`config.mk`:
```
export PLATFORM = sky130hd
export DESIGN_NAME = execute_hazard_ctrl_flat
export DESIGN_NICKNAME = d
export VERILOG_FILES = /design/src/rtl/execute_hazard_ctrl_pkg.sv /design/src/rtl/execute_hazard_ctrl_if.sv /design/src/rtl/execute_hazard_ctrl_hz_detect.sv /design/src/rtl/execute_hazard_ctrl.sv /design/src/flat_wrapper.sv
export SDC_FILE = /design/constraint.sdc
export NUM_CORES = 1
export LEC_CHECK = 0
export BUFFER_PORTS_ARGS = -buffer_cell sky130_fd_sc_hd__buf_2
export CORE_ASPECT_RATIO = 0.9
export CORE_UTILIZATION = 53
export DETAILED_ROUTE_END_ITERATION = 6
export PLACE_DENSITY = 0.85
export REMOVE_ABC_BUFFERS = 1
export SKIP_CTS_REPAIR_TIMING = 1
export SLEW_MARGIN = 20
export SYNTH_ARGS = -nofsm -noshare
export SYNTH_HDL_FRONTEND = slang
export SYNTH_SLANG_ARGS = --single-unit
```
`constraint.sdc`:
```
create_clock -name clk -period 4.4 [get_ports clk]
set_input_delay 0.22 -clock clk [delete_from_list [all_inputs] [get_ports clk]]
set_output_delay 0.22 -clock clk [all_outputs]
set_load 0.01 [all_outputs]
```
`src/rtl/execute_hazard_ctrl_pkg.sv`:
```
// -----------------------------------------------------------------------------
// execute_hazard_ctrl_pkg
// Shared definitions for the execute-stage hazard controller:
//   - RV32 base opcode constants (OP_*)
//   - hz_state_t : sequencing FSM states (RUN, LDUSE, MDWAIT)
//   - uses_rs1() / uses_rs2() : which opcodes actually read rs1 / rs2
// -----------------------------------------------------------------------------
package execute_hazard_ctrl_pkg;

    localparam logic [6:0] OP_LOAD   = 7'b0000011;
    localparam logic [6:0] OP_IMM    = 7'b0010011;
    localparam logic [6:0] OP_STORE  = 7'b0100011;
    localparam logic [6:0] OP_OP     = 7'b0110011;
    localparam logic [6:0] OP_LUI    = 7'b0110111;
    localparam logic [6:0] OP_BRANCH = 7'b1100011;
    localparam logic [6:0] OP_JALR   = 7'b1100111;
    localparam logic [6:0] OP_JAL    = 7'b1101111;

    typedef enum logic [1:0] {
        RUN    = 2'd0,
        LDUSE  = 2'd1,
        MDWAIT = 2'd2
    } hz_state_t;

    // rs1 is a real source operand only for these formats; other formats
    // reuse bits [19:15] as immediate bits and must not create a hazard.
    function automatic logic uses_rs1(input logic [6:0] opcode);
        logic used;
        case (opcode)
            OP_OP, OP_IMM, OP_LOAD, OP_STORE, OP_BRANCH, OP_JALR: used = 1'b1;
            default:                                              used = 1'b0;
        endcase
        return used;
    endfunction

    // rs2 is read only by R-type, stores and branches.
    function automatic logic uses_rs2(input logic [6:0] opcode);
        logic used;
        case (opcode)
            OP_OP, OP_STORE, OP_BRANCH: used = 1'b1;
            default:                    used = 1'b0;
        endcase
        return used;
    endfunction

endpackage

```
`src/rtl/execute_hazard_ctrl_if.sv`:
```
// -----------------------------------------------------------------------------
// execute_hazard_ctrl_if
// Bundle between the pipeline (master) and the hazard controller (slave).
//   pipeline -> ctrl : id_inst, ex_load, ex_dst, ex_br_taken, ex_md, md_done
//   ctrl -> pipeline : if_stall, id_stall, if_flush, ex_bubble, ex_hold,
//                      md_go, md_err, stall_cnt[CNT_W-1:0]
// -----------------------------------------------------------------------------
interface execute_hazard_ctrl_if #(
    parameter int CNT_W = 32
);
    logic [31:0]      id_inst;
    logic             ex_load;
    logic [4:0]       ex_dst;
    logic             ex_br_taken;
    logic             ex_md;
    logic             md_done;
    logic             if_stall;
    logic             id_stall;
    logic             if_flush;
    logic             ex_bubble;
    logic             ex_hold;
    logic             md_go;
    logic             md_err;
    logic [CNT_W-1:0] stall_cnt;

    modport master (
        output id_inst, ex_load, ex_dst, ex_br_taken, ex_md, md_done,
        input  if_stall, id_stall, if_flush, ex_bubble, ex_hold, md_go, md_err, stall_cnt
    );

    modport slave (
        input  id_inst, ex_load, ex_dst, ex_br_taken, ex_md, md_done,
        output if_stall, id_stall, if_flush, ex_bubble, ex_hold, md_go, md_err, stall_cnt
    );
endinterface

```
`src/rtl/execute_hazard_ctrl_hz_detect.sv`:
```
// -----------------------------------------------------------------------------
// execute_hazard_ctrl_hz_detect
// Combinational load-use hazard term between the EX load and the ID instr.
//   opcode/rs1/rs2 : decoded fields of the ID instruction
//   ex_load/ex_dst : EX instruction is a load, and its destination
//   haz            : ID must wait for the load result
// -----------------------------------------------------------------------------
module execute_hazard_ctrl_hz_detect
    import execute_hazard_ctrl_pkg::*;
(
    input  logic [6:0] opcode,
    input  logic [4:0] rs1,
    input  logic [4:0] rs2,
    input  logic       ex_load,
    input  logic [4:0] ex_dst,
    output logic       haz
);
    // x0 is hardwired zero, so a load targeting it never produces a hazard.
    assign haz = ex_load && (ex_dst != 5'd0) &&
                 ((uses_rs1(opcode) && (rs1 == ex_dst)) ||
                  (uses_rs2(opcode) && (rs2 == ex_dst)));
endmodule

```
`src/rtl/execute_hazard_ctrl.sv`:
```
// -----------------------------------------------------------------------------
// execute_hazard_ctrl
// Execute-stage sequencing: load-use bubbles, taken-branch squash and
// mul/div hold with timeout. All control outputs are Mealy (same cycle).
//   clk, rst : clock, synchronous active-high reset
//   bus      : execute_hazard_ctrl_if.slave (stage info in, controls out)
// Parameters: BUB_CYC (1..7) bubbles per load-use, MD_TMO mul/div timeout,
//             CNT_W stall counter width.
// -----------------------------------------------------------------------------
module execute_hazard_ctrl
    import execute_hazard_ctrl_pkg::*;
#(
    parameter int BUB_CYC = 1,
    parameter int MD_TMO  = 40,
    parameter int CNT_W   = 32
) (
    input  logic                clk,
    input  logic                rst,
    execute_hazard_ctrl_if.slave bus
);
    localparam int              TMO_W    = $clog2(MD_TMO) + 1;
    localparam logic [TMO_W-1:0] TMO_LAST = TMO_W'(MD_TMO - 1);
    localparam logic [2:0]      BUB_LOAD = 3'(BUB_CYC - 1);
    localparam logic [CNT_W-1:0] CNT_MAX = {CNT_W{1'b1}};

    hz_state_t        state_q, state_d;
    logic [2:0]       bub_q, bub_d;
    logic [TMO_W-1:0] tmo_q, tmo_d;
    logic             err_q, err_d;
    logic [CNT_W-1:0] stall_cnt_q, stall_cnt_d;
    logic             haz_s;
    logic             if_stall_s, id_stall_s, if_flush_s, ex_bubble_s, ex_hold_s, md_go_s;

    execute_hazard_ctrl_hz_detect u_hz_detect (
        .opcode  (bus.id_inst[6:0]),
        .rs1     (bus.id_inst[19:15]),
        .rs2     (bus.id_inst[24:20]),
        .ex_load (bus.ex_load),
        .ex_dst  (bus.ex_dst),
        .haz     (haz_s)
    );

    // Next-state and Mealy control decode; controls are forced low during reset.
    always_comb begin
        state_d     = state_q;
        bub_d       = bub_q;
        tmo_d       = tmo_q;
        err_d       = err_q;
        if_stall_s  = 1'b0;
        id_stall_s  = 1'b0;
        if_flush_s  = 1'b0;
        ex_bubble_s = 1'b0;
        ex_hold_s   = 1'b0;
        md_go_s     = 1'b0;
        if (!rst) begin
            case (state_q)
                RUN: begin
                    if (bus.ex_br_taken) begin
                        // Squash wins: the ID instruction is on the wrong path anyway.
                        if_flush_s  = 1'b1;
                        ex_bubble_s = 1'b1;
                    end else if (bus.ex_md) begin
                        md_go_s    = 1'b1;
                        if_stall_s = 1'b1;
                        id_stall_s = 1'b1;
                        ex_hold_s  = 1'b1;
                        tmo_d      = '0;
                        state_d    = MDWAIT;
                    end else if (haz_s) begin
                        if_stall_s  = 1'b1;
                        id_stall_s  = 1'b1;
                        ex_bubble_s = 1'b1;
                        if (BUB_CYC > 1) begin
                            bub_d   = BUB_LOAD;
                            state_d = LDUSE;
                        end else begin
                            state_d = RUN;
                        end
                    end else begin
                        state_d = RUN;
                    end
                end
                LDUSE: begin
                    if_stall_s  = 1'b1;
                    id_stall_s  = 1'b1;
                    ex_bubble_s = 1'b1;
                    // Last bubble when the counter shows 1 (RUN cycle counted the first).
                    if (bub_q <= 3'd1) begin
                        bub_d   = 3'd0;
                        state_d = RUN;
                    end else begin
                        bub_d = bub_q - 3'd1;
                    end
                end
                MDWAIT: begin
                    // Holds drop in the release cycle so EX/MA captures the result.
                    if (bus.md_done) begin
                        state_d = RUN;
                    end else if (tmo_q == TMO_LAST) begin
                        err_d   = 1'b1;
                        state_d = RUN;
                    end else begin
                        if_stall_s = 1'b1;
                        id_stall_s = 1'b1;
                        ex_hold_s  = 1'b1;
                        tmo_d      = tmo_q + TMO_W'(1);
                    end
                end
                default: begin
                    state_d = RUN;
                end
            endcase
        end else begin
            state_d = RUN;
        end
    end

    // Saturating count of stalled fetch cycles.
    always_comb begin
        stall_cnt_d = stall_cnt_q;
        if (if_stall_s && (stall_cnt_q != CNT_MAX)) begin
            stall_cnt_d = stall_cnt_q + CNT_W'(1);
        end else begin
            stall_cnt_d = stall_cnt_q;
        end
    end

    // State, counters and sticky error register.
    always_ff @(posedge clk) begin
        if (rst) begin
            state_q     <= RUN;
            bub_q       <= 3'd0;
            tmo_q       <= '0;
            err_q       <= 1'b0;
            stall_cnt_q <= '0;
        end else begin
            state_q     <= state_d;
            bub_q       <= bub_d;
            tmo_q       <= tmo_d;
            err_q       <= err_d;
            stall_cnt_q <= stall_cnt_d;
        end
    end

    assign bus.if_stall  = if_stall_s;
    assign bus.id_stall  = id_stall_s;
    assign bus.if_flush  = if_flush_s;
    assign bus.ex_bubble = ex_bubble_s;
    assign bus.ex_hold   = ex_hold_s;
    assign bus.md_go     = md_go_s;
    assign bus.md_err    = err_q;
    assign bus.stall_cnt = stall_cnt_q;
endmodule
```
`src/flat_wrapper.sv`:
```
// flat-port wrapper written by rule: the top's interface ports become plain ports
module execute_hazard_ctrl_flat import execute_hazard_ctrl_pkg::*;
#(
    parameter int BUB_CYC = 1,
    parameter int MD_TMO  = 40,
    parameter int CNT_W   = 32
)
  (clk, rst, bus_id_inst, bus_ex_load, bus_ex_dst, bus_ex_br_taken, bus_ex_md, bus_md_done, bus_if_stall, bus_id_stall, bus_if_flush, bus_ex_bubble, bus_ex_hold, bus_md_go, bus_md_err, bus_stall_cnt);
  execute_hazard_ctrl_if #(.CNT_W(CNT_W)) bus_i ();
  input  logic clk;
  input  logic rst;
  input wire logic [$bits(bus_i.id_inst)-1:0] bus_id_inst;
  input wire logic [$bits(bus_i.ex_load)-1:0] bus_ex_load;
  input wire logic [$bits(bus_i.ex_dst)-1:0] bus_ex_dst;
  input wire logic [$bits(bus_i.ex_br_taken)-1:0] bus_ex_br_taken;
  input wire logic [$bits(bus_i.ex_md)-1:0] bus_ex_md;
  input wire logic [$bits(bus_i.md_done)-1:0] bus_md_done;
  output wire logic [$bits(bus_i.if_stall)-1:0] bus_if_stall;
  output wire logic [$bits(bus_i.id_stall)-1:0] bus_id_stall;
  output wire logic [$bits(bus_i.if_flush)-1:0] bus_if_flush;
  output wire logic [$bits(bus_i.ex_bubble)-1:0] bus_ex_bubble;
  output wire logic [$bits(bus_i.ex_hold)-1:0] bus_ex_hold;
  output wire logic [$bits(bus_i.md_go)-1:0] bus_md_go;
  output wire logic [$bits(bus_i.md_err)-1:0] bus_md_err;
  output wire logic [$bits(bus_i.stall_cnt)-1:0] bus_stall_cnt;
  assign bus_i.id_inst = bus_id_inst;
  assign bus_i.ex_load = bus_ex_load;
  assign bus_i.ex_dst = bus_ex_dst;
  assign bus_i.ex_br_taken = bus_ex_br_taken;
  assign bus_i.ex_md = bus_ex_md;
  assign bus_i.md_done = bus_md_done;
  assign bus_if_stall = bus_i.if_stall;
  assign bus_id_stall = bus_i.id_stall;
  assign bus_if_flush = bus_i.if_flush;
  assign bus_ex_bubble = bus_i.ex_bubble;
  assign bus_ex_hold = bus_i.ex_hold;
  assign bus_md_go = bus_i.md_go;
  assign bus_md_err = bus_i.md_err;
  assign bus_stall_cnt = bus_i.stall_cnt;
  execute_hazard_ctrl #(.BUB_CYC(BUB_CYC), .MD_TMO(MD_TMO), .CNT_W(CNT_W)) u_core (.clk(clk), .rst(rst), .bus(bus_i));
endmodule
```
Word level (Yosys, flattened, before mapping)
Cells that the tools add are included.
{"block": "word_totals", "reg_bits": 45, "in_bits": 43, "out_inout_bits": 39, "wordCells": 76}
{"block": "classes", "add_sub_neg": 3, "order_cmp": 1, "n_eq_ne": 18, "n_mux": 34, "bitwise": 1, "reduce_logical": 14}
{"op": "32-bit by 1-bit adder with 32-bit output (second input constant)", "n": 1}
{"op": "32-bit != test (second input constant)", "n": 1}
{"op": "7-bit two-way mux", "n": 4}
{"op": "7-bit by 6-bit == test with 1-bit output (second input constant)", "n": 3}
{"op": "1-bit two-way mux", "n": 19}
{"op": "7-bit == test (second input constant)", "n": 2}
{"op": "7-bit case mux with 2 select lines", "n": 1}
{"op": "5-bit == test", "n": 2}
{"op": "2-bit two-way mux", "n": 5}
{"op": "2-bit != test (second input constant)", "n": 4}
{"op": "7-bit by 1-bit adder with 7-bit output (second input constant)", "n": 1}
{"op": "7-bit by 2-bit == test with 1-bit output (second input constant)", "n": 1}
{"op": "7-bit by 5-bit == test with 1-bit output (second input constant)", "n": 1}
{"op": "2-bit case mux with 3 select lines", "n": 1}
{"op": "3-bit AND reduction", "n": 2}
{"op": "6-bit OR reduction", "n": 1}
{"op": "1-bit logical AND", "n": 5}
{"op": "5-bit AND reduction", "n": 1}
{"op": "5-bit nonzero test", "n": 1}
{"op": "1-bit case mux with 2 select lines", "n": 2}
{"op": "3-bit by 1-bit <= comparator with 1-bit output (second input constant)", "n": 1}
{"op": "3-bit two-way mux", "n": 1}
{"op": "3-bit by 2-bit != test with 1-bit output (second input constant)", "n": 1}
{"op": "1-bit case mux with 3 select lines", "n": 1}
{"op": "9 further kinds", "n": 9}

Longest topological paths before layout
{"block": "logic_depth", "ltp_word": 12, "depth_mapped": 10, "depth_no_buf": 8}

Hierarchy
From an unflattened synthesis, not the netlist that was laid out.
{"block": "hier_totals", "cells_unflattened": 280, "area_unflattened_um2": 2404.8}
{"mod": "execute_hazard_ctrl", "n_inst": 1, "cells_each": 257, "area_each_um2": 2224.6, "seq_area_each_um2": 820.8}
{"mod": "execute_hazard_ctrl_hz_detect", "n_inst": 1, "cells_each": 23, "area_each_um2": 180.2, "seq_area_each_um2": 0.0}

Worst setup path before layout
Ideal clock, no wire load.
{"block": "synth_path", "kind": "flip-flop to flip-flop", "start": "reg u_core.tmo_q[0]", "end": "reg u_core.stall_cnt_q[1], in the netlist u_core.bus.stall_cnt[1]", "setup_time_ns": 0.128, "arrival_time_ns": 2.068, "t_required_ns": 4.272, "setup_slack_ns": 2.205, "path_stages_with_launch": 11, "path_buffers": 2, "period_less_slack_ns": 2.195, "cell_sequence": "dfxtp_1 ha_1 nand2_1 o41a_1 o21ai_1 a41o_1 a21o_4 buf_2 buf_2 mux2i_1 nor2_1"}
{"block": "synth_via", "elab_chain_cells": 6}
{"element": "start, declared", "line": "execute_hazard_ctrl.sv:28", "rtl": "logic [TMO_W-1:0] tmo_q, tmo_d;"}
{"element": "start signal, assigned", "line": "execute_hazard_ctrl.sv:139", "rtl": "tmo_q <= tmo_d;"}
{"element": "7-bit by 6-bit == test with 1-bit output", "line": "execute_hazard_ctrl.sv:99", "rtl": "end else if (tmo_q == TMO_LAST) begin"}
{"element": "1-bit two-way mux", "line": "execute_hazard_ctrl.sv:99"}
{"element": "1-bit two-way mux", "line": "execute_hazard_ctrl.sv:97", "rtl": "if (bus.md_done) begin"}
{"element": "1-bit case mux with 3 select lines", "line": "execute_hazard_ctrl.sv:56", "rtl": "case (state_q)"}
{"element": "1-bit two-way mux", "line": "execute_hazard_ctrl.sv:55", "rtl": "if (!rst) begin"}
{"element": "1-bit logical AND", "line": "execute_hazard_ctrl.sv:121", "rtl": "if (if_stall_s && (stall_cnt_q != CNT_MAX)) begin"}
{"element": "end signal, assigned", "line": "execute_hazard_ctrl.sv:141", "rtl": "stall_cnt_q <= stall_cnt_d;"}
{"element": "end, declared", "line": "execute_hazard_ctrl.sv:30", "rtl": "logic [CNT_W-1:0] stall_cnt_q, stall_cnt_d;"}
No other way between the ends.
A chain may end at the register's enable or synchronous reset.

Final worst setup path
{"block": "layout_path", "start": "reg u_core.tmo_q[0]", "end": "reg u_core.stall_cnt_q[22], in the netlist u_core.bus.stall_cnt[22]"}
Same word-level chain as after synthesis.

==> metrics.md <==
| Metric | Value |
|---|---|
| Gr usage total | a little under a quarter |
| Max_cap viols | 0 |
| First-pass GRT wire length | 8340 um |
| Wire per inst | 13.5 um |
| Starting Density | a little under three fifths |
| CP endpoint | u_core.bus.stall_cnt[22] |
| Worst-case reg-to-reg path depth | 8 |
| Met3 routed WL | between 200 and 250 um |
| Post-route DRC | 0 |
| Metal2 WL | between 2000 and 2500 um |
| Largest delay contributor family on the critical path | compound AO/OA/AOI/OAI gates |
| Yosys reg bits | 41 |
| Pwr per Cell Area | roughly 270 mW/mm^2 |
| Placed Area | roughly 0.0025 mm^2 |
| Hold Vio Cnt, Final | 0 |
| Starting DRT DRC Count | 135 |
| Ys async rst share | 0% |
| CP cell instances | ha_1 -> nand2_1 -> o41a_1 -> o21ai_1 -> a41o_1 -> a21o_4 -> or4_1 -> a21oi_1 |
| RSZ-0062 raised after global routing | false |
| TritonRoute pass-1 iters | 4 |
| Kind of critical path | reg2reg |
| Worst-Margin Slew | ~0.64 ns |
| Setup crit start | u_core.tmo_q[0] |
| Tcrit/Tclk final | between 50% and 60% |
| CP Data Arrival Time | approximately 2.7 ns |
| CP Depth | 8 |
| Comb power frac | 8.3% |
| Critical path required time | ~4.6 ns |
| EDFF count, synth | 0 |
| Clock share of power | roughly two fifths |
| Worst rel slew slack | between 50% and 60% |
| Mapped cell area | ~0.0022 mm^2 |
| Final slew viol count | 0 |
| Final instance area | ~0.0026 mm^2 |
| Synth unique cells | 46 |
| Startpoint Class | flop |
| Max Clk Rate | between 400 and 500 MHz |
| Largest net degree at the start of global routing | 54 |
| Routed Antenna Nets | 0 |
| Min Tclk post-route | between 2 and 2.5 ns |
| # rows | 22 |
| Layout cell share with drive strength beyond 1 | 25.2% |
| Max Root-Sink Buffers | 2 |
| Setup TNS | 0 ns |
| Fillers | about 340 |
| Crit path max fanout | 53 |
| Die Span X | 70.4 um |
| Core Region | between 0.004 and 0.005 mm^2 |
| Internal Dissipation | ~0.54 mW |
| Pleak | 1.05 nW |
| Antenna cells | 0 |
| Status | finished clean |
| R2R Setup Slk | about 1.9 ns |
| RR Endpoint | u_core.bus.stall_cnt[22] |
| Clk slew on worst S/H paths | about 0.080 ns |
| Worst Skew | between 0.006 and 0.007 ns |
| Die ar. | 0.00448 mm^2 |
| RePlAce Congestion | 0.798 |
| Root Driver | clkbuf_8 |
| WL final | a little over 5000 um |
| Min-Delay Path Class | in2reg |
| Finished Core Util | between 60% and 70% |
| Hold WS | 0.243 ns |
| M1 wire length | about 2400 um |
| Worst-Skew Late Latency | ~0.3 ns |
| Maximum vdd drop | 0.169 mV |
| Worst path bufs/invs | 0 |
| IO Count | just over 80 |
| CTS Sinks | 41 |
| Via count | approximately 2200 |
| Grt total ovfl | 0 |
| Vias per std cell | a little under 6 |
| Initial antenna violation count | 0 |
| Post-Layout Cell Count | 377 |
| DP Wirelength | between 3000 and 4000 um |
| Top FF cell, synth | dfxtp_1 |
| Register area share after synthesis | 36.8% |
| H-tree depth | 2 |
| TritonCTS Buffers | 5 |
| Sw Ratio | between 20 and 25% |
| Crit end category | flop |
| Top layer reached by signal wires | met4 |
| FF-to-FF Start | u_core.tmo_q[0] |
| CP max-delay cell | or4_1 |
| Avg Inst Size Synth | between 8 and 9 um^2 |
| Layout Nets | approximately 370 |
| Vias in the first global route | between 1500 and 2000 |
| Overall die height | around 64 um |
| Syn. warnings | 0 |
| Final setup fails | 0 |
| Crit-path max cell delay | approximately 0.56 ns |
| Placed insts | approximately 370 |
| P&R area growth vs syn | 18.6% |
| CTS tree | done |
| Seq pwr share | between 50% and 60% |
| Post-Synthesis Cells | between 200 and 300 |
| Net Sw Power | about 0.17 mW |
| Port bufs | between 60 and 70 |
-- worst min-delay path by stage --
stage / slack (ns) / end / cells past startpoint / start
after floorplan: 0.29 / u_core.bus.stall_cnt[12] / 1 / rst
after global placement: 0.44 / u_core.bus.md_err / 2 / u_core.bus.md_err
after detailed placement: 0.46 / u_core.bus.md_err / 2 / u_core.bus.md_err
after CTS: 0.24 / u_core.state_q[1] / 3 / bus_ex_md
after global routing: 0.26 / u_core.state_q[1] / 3 / bus_ex_md
final: 0.24 / u_core.state_q[1] / 3 / bus_ex_md
-- power by group through the flow --
stage          clock network (mW)  registers [mW]  logic, mW
2_1_floorplan                   0           0.384     0.0293
3_3_place_gp                    0           0.384     0.0576
3_5_place_dp                    0           0.384     0.0590
4_1_cts                     0.277           0.375     0.0593
5_1_grt                     0.289           0.376     0.0652
6_report                    0.275           0.375     0.0590
-- synth_stat cells, types with 2 or more instances --
cell	instances	area (um^2)
nor4_1	5	31.3
nand4_1	20	125
inv_1	8	30.0
xnor2_1	2	17.5
o31a_1	3	26.3
o211ai_1	3	22.5
o311ai_0	2	17.5
buf_2	3	15.0
or3_1	12	75.1
nor2b_1	2	12.5
o21a_1	3	22.5
a41o_1	2	20.0
o41ai_1	2	17.5
nand2b_1	2	12.5
o21ai_0	14	70.1
dfxtp_1	41	821
a31o_2	2	17.5
ha_1	2	25.0
nand3_1	10	50.1
mux2i_1	2	20.0
a21oi_1	25	125
nand2_1	14	52.6
o31ai_1	9	67.6
and4_1	5	43.8
nor3_1	3	15.0
or4_1	9	67.6
nor2_1	20	75.1
clkbuf_1	9	33.8
or2_2	2	12.5
and3_1	8	50.1
xor2_1	12	105
-- kinds of logic after synthesis --
kind of cell             count (synthesis)  synth area share (%)
AND/OR/NAND/NOR                        116                  29.4
AO/OA/AOI/OAI                           71                  21.1
flip-flops                              41                  36.8
buffers and inverters                   24                  4.76
XOR/XNOR                                14                  5.49
multiplexers                             3                  1.40
adder cells (fa/ha/maj)                  2                  1.12
-- placed cells by master, fill, tap and decap left out, types with 2 or more instances in the layout --
cell type  netlist  layout
inv_1            8       8
xor2_1          12      12
buf_2            3      66
nand2_1         14      14
ha_1             2       2
nor2_1          20      20
clkbuf_8         0       7
and3_1           8       8
o41ai_1          2       2
o21ai_0         14      14
or3_1           12      12
nand4_1         20      20
nor4_1           5       5
mux2i_1          2       2
o21a_1           3       3
nand2b_1         2       2
o311ai_0         2       2
o31ai_1          9       9
a31o_2           2       2
o211ai_1         3       3
or4_1            9       9
a21oi_1         25      25
a41o_1           2       2
and4_1           5       5
nor3_1           3       3
nand3_1         10      10
xnor2_1          2       2
nor2b_1          2       2
or2_2            2       2
dfxtp_1         41      41
o31a_1           3       3
-- metal layers --
metal	GRT usage, %	up-vias
li1	-	1147
met1	28.6	1030
met2	38.7	58
met3	4.00	8
met4	9.25	0
met5	0	-
-- through the flow --
stage / power [mW] / setup slack (ns)
detailed placement: 0.443 / 1.89
global placement: 0.442 / 1.92
floorplan: 0.413 / 2.21
global route: 0.730 / 1.71
CTS: 0.711 / 1.94
finish: 0.709 / 1.91
-- flip-flops by register name (all words and copies together) (netlist names) --
signal,flops
u_core.state_q,1
u_core.bus.md_err,1
u_core.tmo_q,7
u_core.bus.stall_cnt,32
-- cell type report --
class | count | area (um^2) | share of cell area [%]
inverter | 8 | 30.0 | 1.13
timing repair buffer | 66 | 330 | 12.5
clock buffer | 7 | 96.3 | 3.64
clock inverter | 1 | 5.00 | 0.189
sequential | 41 | 821 | 31.0
tap | 48 | 60.1 | 2.27
multi-input combinational | 206 | 1310 | 49.3
-- worst reg2reg max path, delay by kind of cell, from the launching register on --
family	cells	cell delay, ns
DFF	1	0.34
AOI/OAI and AO/OA	5	1.16
and+or+nand+nor	2	0.71
adders and majority gates	1	0.23
(Power assumes the default switching activity.)
